**config.mk**
```make
export PLATFORM = sky130hd
export DESIGN_NAME = threshold_monitor_4bit
export DESIGN_NICKNAME = d
export VERILOG_FILES = /design/src/rtl/threshold_monitor_4bit.sv
export SDC_FILE = /design/constraint.sdc
export NUM_CORES = 1
export LEC_CHECK = 0
export CORE_ASPECT_RATIO = 1.4
export CORE_MARGIN = 2
export CORE_UTILIZATION = 45
export CTS_BUF_LIST = sky130_fd_sc_hd__clkbuf_16
export CTS_CLUSTER_DIAMETER = 150
export DETAILED_ROUTE_END_ITERATION = 10
export PLACE_DENSITY_LB_ADDON = 0.05
export REMOVE_ABC_BUFFERS = 1
export SLEW_MARGIN = 15
export SYNTH_ARGS = -nofsm -noshare
export SYNTH_HDL_FRONTEND = slang
export SYNTH_SLANG_ARGS = --single-unit
```
**constraint.sdc**
```tcl
create_clock -name clk -period 1.9 [get_ports clk]
set_clock_uncertainty 0.05 [all_clocks]
set_input_delay 0.38 -clock clk [delete_from_list [all_inputs] [get_ports clk]]
set_output_delay 0.38 -clock clk [all_outputs]
set_load 0.01 [all_outputs]
```
**src/rtl/threshold_monitor_4bit.sv**
```systemverilog
// Registered threshold compare with hysteresis-debounced alarm and peak tracking.
// All flags, alarm and peak update on the edge that consumes a valid sample.
module threshold_monitor_4bit #(
    parameter int                DATA_W    = 4,
    parameter int                DEBOUNCE  = 3,
    parameter logic [DATA_W-1:0] THR_RESET = 4'b1000
) (
    input  logic              clk,
    input  logic              rst_n,
    input  logic              sample_valid,
    input  logic [DATA_W-1:0] sample,
    input  logic              thr_load,
    input  logic [DATA_W-1:0] thr_in,
    input  logic              clear_peak,
    output logic              above,
    output logic              below,
    output logic              equal,
    output logic              alarm,
    output logic [DATA_W-1:0] peak,
    output logic              peak_valid
);
    localparam int                CNT_W  = $clog2(DEBOUNCE + 1);
    localparam logic [CNT_W-1:0]  DEB_C  = CNT_W'(DEBOUNCE);
    localparam logic [0:0]        S_LOW  = 1'b0;
    localparam logic [0:0]        S_HIGH = 1'b1;

    logic [DATA_W-1:0] r_thr;
    logic [CNT_W-1:0]  r_cnt;
    logic [0:0]        r_state;
    logic              r_above_p1;
    logic              r_below_p1;
    logic              r_equal_p1;
    logic [DATA_W-1:0] r_peak_p1;
    logic              r_peak_vld_p1;

    logic              w_take;
    logic              w_gt;
    logic              w_lt;
    logic              w_eq;
    logic              w_qual;
    logic [CNT_W-1:0]  w_cnt_inc;
    logic              w_peak_upd;

    // A sample arriving together with a threshold load is dropped entirely.
    assign w_take     = sample_valid && !thr_load;
    assign w_gt       = sample > r_thr;
    assign w_lt       = sample < r_thr;
    assign w_eq       = sample == r_thr;
    assign w_qual     = (r_state == S_LOW) ? w_gt : w_lt;
    assign w_cnt_inc  = r_cnt + CNT_W'(1);
    assign w_peak_upd = w_take && (clear_peak || !r_peak_vld_p1 || (sample > r_peak_p1));

    // Stage p1: compare flags, debounce FSM, peak register
    always_ff @(posedge clk) begin
        if (!rst_n) begin
            r_thr         <= THR_RESET;
            r_cnt         <= '0;
            r_state       <= S_LOW;
            r_above_p1    <= 1'b0;
            r_below_p1    <= 1'b0;
            r_equal_p1    <= 1'b0;
            r_peak_p1     <= '0;
            r_peak_vld_p1 <= 1'b0;
        end else begin
            if (thr_load) begin
                r_thr <= thr_in;
                r_cnt <= '0;
            end else if (sample_valid) begin
                r_above_p1 <= w_gt;
                r_below_p1 <= w_lt;
                r_equal_p1 <= w_eq;
                // Equal samples never qualify in either state: the hysteresis band.
                if (!w_qual) begin
                    r_cnt <= '0;
                end else if (w_cnt_inc == DEB_C) begin
                    r_cnt   <= '0;
                    r_state <= (r_state == S_LOW) ? S_HIGH : S_LOW;
                end else begin
                    r_cnt <= w_cnt_inc;
                end
            end

            if (w_peak_upd) begin
                r_peak_p1     <= sample;
                r_peak_vld_p1 <= 1'b1;
            end else if (clear_peak && !w_take) begin
                r_peak_p1     <= '0;
                r_peak_vld_p1 <= 1'b0;
            end
        end
    end

    assign above      = r_above_p1;
    assign below      = r_below_p1;
    assign equal      = r_equal_p1;
    assign alarm      = (r_state == S_HIGH);
    assign peak       = r_peak_p1;
    assign peak_valid = r_peak_vld_p1;
endmodule

```
# Word-level counts from Yosys, hierarchy flattened
# Index checks and enable logic that the tools add are counted.
dict set report op_classes {
  order_cmp 3
  n_mux 8
  n_eq_ne 2
  reduce_logical 12
  n_addsub 1
  bitwise_logic 2
}
# operator n
set ops {}
lappend ops {{greater-than comparator 4 bit} 2}
lappend ops {{2-to-1 mux 4 bit} 2}
lappend ops {{== test 4 bit} 1}
lappend ops {{less-than comparator 4 bit} 1}
lappend ops {{2-to-1 mux 1 bit} 4}
lappend ops {{2-to-1 mux 2 bit} 2}
lappend ops {{AND reduction 4 bit} 1}
lappend ops {{logical AND 1 bit} 3}
lappend ops {{zero test 1 bit} 3}
lappend ops {{adder 2 x 1 -> 2 bit, second input constant} 1}
lappend ops {{== test 2 bit, second input constant} 1}
lappend ops {{logical OR 1 bit} 2}
lappend ops {{NOT 1 bit} 2}
lappend ops {{AND reduction 2 bit} 1}
lappend ops {{nonzero test 2 bit} 1}
lappend ops {{OR reduction 2 bit} 1}
dict set report totals {
  output_inout_bits 9
  word_cells 36
  input_bits 13
  ff_bits 15
}

# Depth between registers and ports, before layout
dict set report logic_depth {
  ltp_word 6
  depth_mapped 7
  ltp_nobuf 7
}

# Least setup slack after synthesis
# Ideal clock, no wire load.
dict set report synth_path {
  path_kind {flip-flop to flip-flop}
  start {register r_peak_p1[1] (netlist: peak[1])}
  end {register r_peak_p1[0] (netlist: peak[0])}
  path_stages_with_launch 8
  slack_ps 361
  arrival_time_ps 1366
  path_buffers 0
  required_ps 1728
  period_less_slack_ps 1539
  setup_ps 122
  path_cell_list {dfxtp_1 > inv_1 > ha_1 > and2b_2 > o211ai_1 > a21oi_4 > nand3_1 > o21ai_1}
}
dict set report synth_between {
  elab_chain_cells 4
  word_cells_on_any_way 5
  cone_classes {1 x order compare; 1 x mux; 3 x reduce/logical}
}
# element line_no
set synth_rtl {}
lappend synth_rtl {{start, declared} 33} ;# logic [DATA_W-1:0] r_peak_p1;
lappend synth_rtl {{start signal, assigned} 84} ;# r_peak_p1 <= sample;
lappend synth_rtl {{greater-than comparator 4 bit *} 51} ;# assign w_peak_upd = w_take && (clear_peak || !r_peak_vld_p1 || (sample > r_peak_p1));
lappend synth_rtl {{logical OR 1 bit *} 51}
lappend synth_rtl {{logical AND 1 bit *} 51}
lappend synth_rtl {{2-to-1 mux 4 bit or nonzero test 2 bit (tied branches)} --}
# Mark *: on every way between the ends. The rest lies on a longest branch, timed or not.
# A chain may end at the register's enable or synchronous reset.

# Worst setup path after layout
dict set report layout_path {
  start {input port sample[0]}
  end {register r_above_p1 (netlist: above)}
}
dict set report layout_between {
  elab_chain_cells 1
}
# element line_no
set layout_rtl {}
lappend layout_rtl {{start, declared} 11} ;# input logic [DATA_W-1:0] sample,
lappend layout_rtl {{greater-than comparator 4 bit} 46} ;# assign w_gt = sample > r_thr;
lappend layout_rtl {{end signal, assigned} 69} ;# r_above_p1 <= w_gt;
lappend layout_rtl {{end, declared} 30} ;# logic r_above_p1;
# Every way passes these cells.

==> impl_metrics.prom <==
# TYPE chip_impl_metric gauge
chip_impl_metric{name="ys_ff_latch",unit=""} 15
chip_impl_metric{name="cts.htree.levels",unit=""} 1
chip_impl_info{name="critical_path_class",value="in2reg"} 1
chip_impl_metric{name="total_number_of_clock_tree_sinks",unit=""} 15
chip_impl_metric{name="final_period_minus_worst_setup_slack",unit="ps"} 1770
chip_impl_metric{name="report.final.setup_viol",unit=""} 0
chip_impl_metric{name="hold_viol",unit=""} 0
chip_impl_metric{name="dp_cell_count",unit=""} 133
chip_impl_metric{name="fin_util",unit=""} 0.665
chip_impl_metric{name="cell_internal_pwr",unit="uW"} 689
chip_impl_metric{name="detailedPlacementHpwl",unit="microns"} 1230
chip_impl_metric{name="drt-initial-drc-count",unit=""} 13
chip_impl_metric{name="count_of_buffers_inserted_at_the_top_level_ports",unit=""} 21
chip_impl_metric{name="swShare",unit=""} 0.228
chip_impl_metric{name="yosys_warnings",unit=""} 0
chip_impl_metric{name="grt_pass1_wl",unit="microns"} 2820
chip_impl_metric{name="drt-wirelength-per-cell",unit="microns"} 11.9
chip_impl_metric{name="synth_seq_area_share",unit=""} 0.356
chip_impl_metric{name="gpl.final_weighted_congestion",unit=""} 0.649
chip_impl_metric{name="worstPathArrival",unit="ps"} 1850
chip_impl_info{name="tritoncts_clock_tree",value="built"} 1
chip_impl_metric{name="synth.lib_cells_used.distinct",unit=""} 30
chip_impl_metric{name="transition_time_of_the_tightest_slew_check_pin",unit="ps"} 289
chip_impl_metric{name="worst_ir_drop_vdd",unit="mV"} 0.473
chip_impl_metric{name="remaining_drcs",unit=""} 0
chip_impl_metric{name="diodes_inserted",unit=""} 0
chip_impl_metric{name="grt_overflow_total",unit=""} 0
chip_impl_metric{name="vias_per_cell",unit=""} 5.18
chip_impl_metric{name="f_max",unit="GHz"} 0.566
chip_impl_metric{name="fp.dieArea",unit="sq um"} 2240
chip_impl_metric{name="num_vias",unit=""} 709
chip_impl_metric{name="antenna_violating_nets_post_route",unit=""} 0
chip_impl_metric{name="slew_headroom",unit=""} 0.807
chip_impl_metric{name="syn_area",unit="sq um"} 845
chip_impl_metric{name="slew_violations",unit=""} 0
chip_impl_metric{name="fin_cells",unit=""} 137
chip_impl_metric{name="totalWireLength",unit="microns"} 1630
chip_impl_metric{name="layout-drive-gt1-share",unit=""} 0.137
chip_impl_metric{name="clock_insertion_delay_worst_skew",unit="ps"} 240
chip_impl_info{name="run_status",value="finished clean"} 1
chip_impl_metric{name="worst-path-max-fanout",unit=""} 4
chip_impl_metric{name="fin_worst_hold_slack",unit="ps"} 413
chip_impl_metric{name="max-cap-violations",unit=""} 0
chip_impl_metric{name="initial_utilization",unit=""} 0.481
chip_impl_metric{name="number_of_top_level_pins",unit=""} 22
chip_impl_metric{name="die_h",unit="microns"} 55.3
chip_impl_metric{name="area_growth_syn_to_layout",unit="%"} 38.4
chip_impl_metric{name="fillCellCount",unit=""} 155
chip_impl_metric{name="max-clock-path-buffers",unit=""} 2
chip_impl_metric{name="postSynthAreaPerCell",unit="sq um"} 9.28
chip_impl_metric{name="critPathRequiredTime",unit="ps"} 1990
chip_impl_metric{name="first_pass_iters",unit=""} 4
chip_impl_metric{name="floorplan.core_area",unit="sq um"} 1760
chip_impl_metric{name="nets",unit=""} 139
chip_impl_metric{name="holdBufCountCts",unit=""} 0
chip_impl_metric{name="power.net_switching",unit="uW"} 203
chip_impl_metric{name="setup-tns-final",unit="ps"} 0
chip_impl_metric{name="seq_power_share",unit=""} 0.379
chip_impl_info{name="rsz0062_at_grt",value="false"} 1
chip_impl_metric{name="cts_inserted_buffers",unit=""} 3
chip_impl_metric{name="postSynthCellCount",unit=""} 91
chip_impl_metric{name="gr_usage_total",unit=""} 0.176
chip_impl_metric{name="finalCritPeriodShare",unit=""} 0.930
chip_impl_metric{name="leakagePower",unit="uW"} 0.000482
chip_impl_info{name="worstSetupStartpointType",value="primary input"} 1
chip_impl_metric{name="grt_start_max_net_pins",unit=""} 18
chip_impl_info{name="worstSetupEndpointType",value="flop"} 1
chip_impl_metric{name="cts.clk_slew.worst_paths",unit="ps"} 50
chip_impl_metric{name="clkPwrFrac",unit=""} 0.453
chip_impl_metric{name="initial_antenna_violation_count",unit=""} 0
chip_impl_metric{name="number_of_placement_rows",unit=""} 18
chip_impl_metric{name="die_width",unit="microns"} 40.6
chip_impl_info{name="worst_hold_path_type",value="reg2reg"} 1
chip_impl_metric{name="combinationalPowerShare",unit=""} 0.168
chip_impl_metric{name="grt_pass1_vias",unit=""} 677
chip_impl_metric{name="power_per_unit_of_standard_cell_area",unit="nW/um^2"} 763
chip_impl_info{name="clockRootBuffer",value="sky130_fd_sc_hd__clkbuf_16"} 1
[repair_timing]
action	CTS	global route
resized for setup	0	1
buffers inserted	0	0
setup endpoints to repair	0	4
[layout by cell type, fill, tap and decap left out, types with 4 or more instances in the layout]
master / Yosys / final
sky130_fd_sc_hd__clkdlybuf4s50_1: 0 / 20
sky130_fd_sc_hd__dfxtp_1: 15 / 15
sky130_fd_sc_hd__inv_1: 9 / 10
sky130_fd_sc_hd__nand3_1: 9 / 9
sky130_fd_sc_hd__nand2_1: 8 / 8
sky130_fd_sc_hd__ha_1: 8 / 8
sky130_fd_sc_hd__o21ai_1: 4 / 4
sky130_fd_sc_hd__mux2i_1: 4 / 4
sky130_fd_sc_hd__buf_4: 0 / 4
[metal layers]
metal	global-route usage	vias to the layer above	share of wire
met3	0.0361	5	0.045
met2	0.268	21	0.51
met1	0.223	313	0.42
li1	-	370	-
met5	0	-	0
met4	0.0857	0	0.021
[path summary, 6_finish.rpt]
kind	depth (start not counted)	slack [ps]	start	endpoint
worst max-delay path	7	130	sample[0]	above
worst min-delay path	2	410	equal	equal
worst max register to register	7	280	peak[1]	peak[1]
worst min register to register	2	410	equal	equal
[kinds of logic after synthesis]
group,Yosys count,share of synthesized area
DFF,15,0.356
muxes,4,0.0474
buffers and inverters,12,0.0667
adders and majority gates,8,0.119
and+or+nand+nor,33,0.239
AOI/OAI and AO/OA,19,0.173
[sequential cells by signal (all words and copies together) (netlist names)]
name	flops
peak_valid	1
alarm	1
r_cnt	2
below	1
above	1
peak	4
r_thr	4
equal	1
[cells in the mapped netlist]
master                      instances  area, sq um
sky130_fd_sc_hd__a211oi_2           1         12.5
sky130_fd_sc_hd__a21boi_0           2         15.0
sky130_fd_sc_hd__a21oi_1            2         10.0
sky130_fd_sc_hd__a21oi_4            1         16.3
sky130_fd_sc_hd__a22o_1             1         8.76
sky130_fd_sc_hd__and2_1             2         12.5
sky130_fd_sc_hd__and2b_2            1         8.76
sky130_fd_sc_hd__and4_1             1         8.76
sky130_fd_sc_hd__buf_2              1         5.00
sky130_fd_sc_hd__clkbuf_1           1         3.75
sky130_fd_sc_hd__clkbuf_8           1         13.8
sky130_fd_sc_hd__dfxtp_1           15          300
sky130_fd_sc_hd__ha_1               8          100
sky130_fd_sc_hd__inv_1              9         33.8
sky130_fd_sc_hd__mux2i_1            4         40.0
sky130_fd_sc_hd__nand2_1            8         30.0
sky130_fd_sc_hd__nand2b_4           2         27.5
sky130_fd_sc_hd__nand3_1            9         45.0
sky130_fd_sc_hd__nand4_1            1         6.26
sky130_fd_sc_hd__nand4bb_1          1         11.3
sky130_fd_sc_hd__nor2_1             3         11.3
sky130_fd_sc_hd__nor2b_1            3         18.8
sky130_fd_sc_hd__nor2b_4            1         13.8
sky130_fd_sc_hd__nor3b_1            1         7.51
sky130_fd_sc_hd__o211ai_1           2         15.0
sky130_fd_sc_hd__o21ai_0            1         5.00
sky130_fd_sc_hd__o21ai_1            4         20.0
sky130_fd_sc_hd__o21ai_2            2         17.5
sky130_fd_sc_hd__o221a_2            1         11.3
sky130_fd_sc_hd__o31ai_1            2         15.0
[per-stage QoR]
stage	area (sq um)	total power, uW	setup WS [ps]
finish	1170	892	133
global placement	1090	490	-156
detailed placement	1090	494	-166
CTS	1170	899	80.8
global route	1170	925	4.99
floorplan	822	421	361
[worst max-delay path, stage by stage]
cell	delay, ps
sky130_fd_sc_hd__clkdlybuf4s50_1	470
sky130_fd_sc_hd__inv_1	70
sky130_fd_sc_hd__ha_1	280
sky130_fd_sc_hd__and4_1	270
sky130_fd_sc_hd__nor2_1	60
sky130_fd_sc_hd__a22o_1	180
sky130_fd_sc_hd__and2_1	140
[final cells by class]
| cell class | instances | area, sq um | area share |
|---|---|---|---|
| clock buffer | 3 | 75.1 | 0.0642 |
| clock inverter | 1 | 3.75 | 0.00321 |
| sequential | 15 | 300 | 0.257 |
| multi-input combinational | 64 | 488 | 0.418 |
| timing repair buffer | 25 | 243 | 0.208 |
| inverter | 9 | 33.8 | 0.0289 |
| tap | 20 | 25.0 | 0.0214 |
[power groups by stage]
| stage | clock [uW] | combinational [uW] | sequential, uW |
|---|---|---|---|
| after detailed placement | 0 | 149 | 344 |
| after CTS | 409 | 152 | 338 |
| after floorplan | 0 | 74.5 | 346 |
| final | 404 | 150 | 338 |
| after global placement | 0 | 146 | 344 |
| after global routing | 418 | 168 | 339 |
Power figures use the tool's default switching activity.
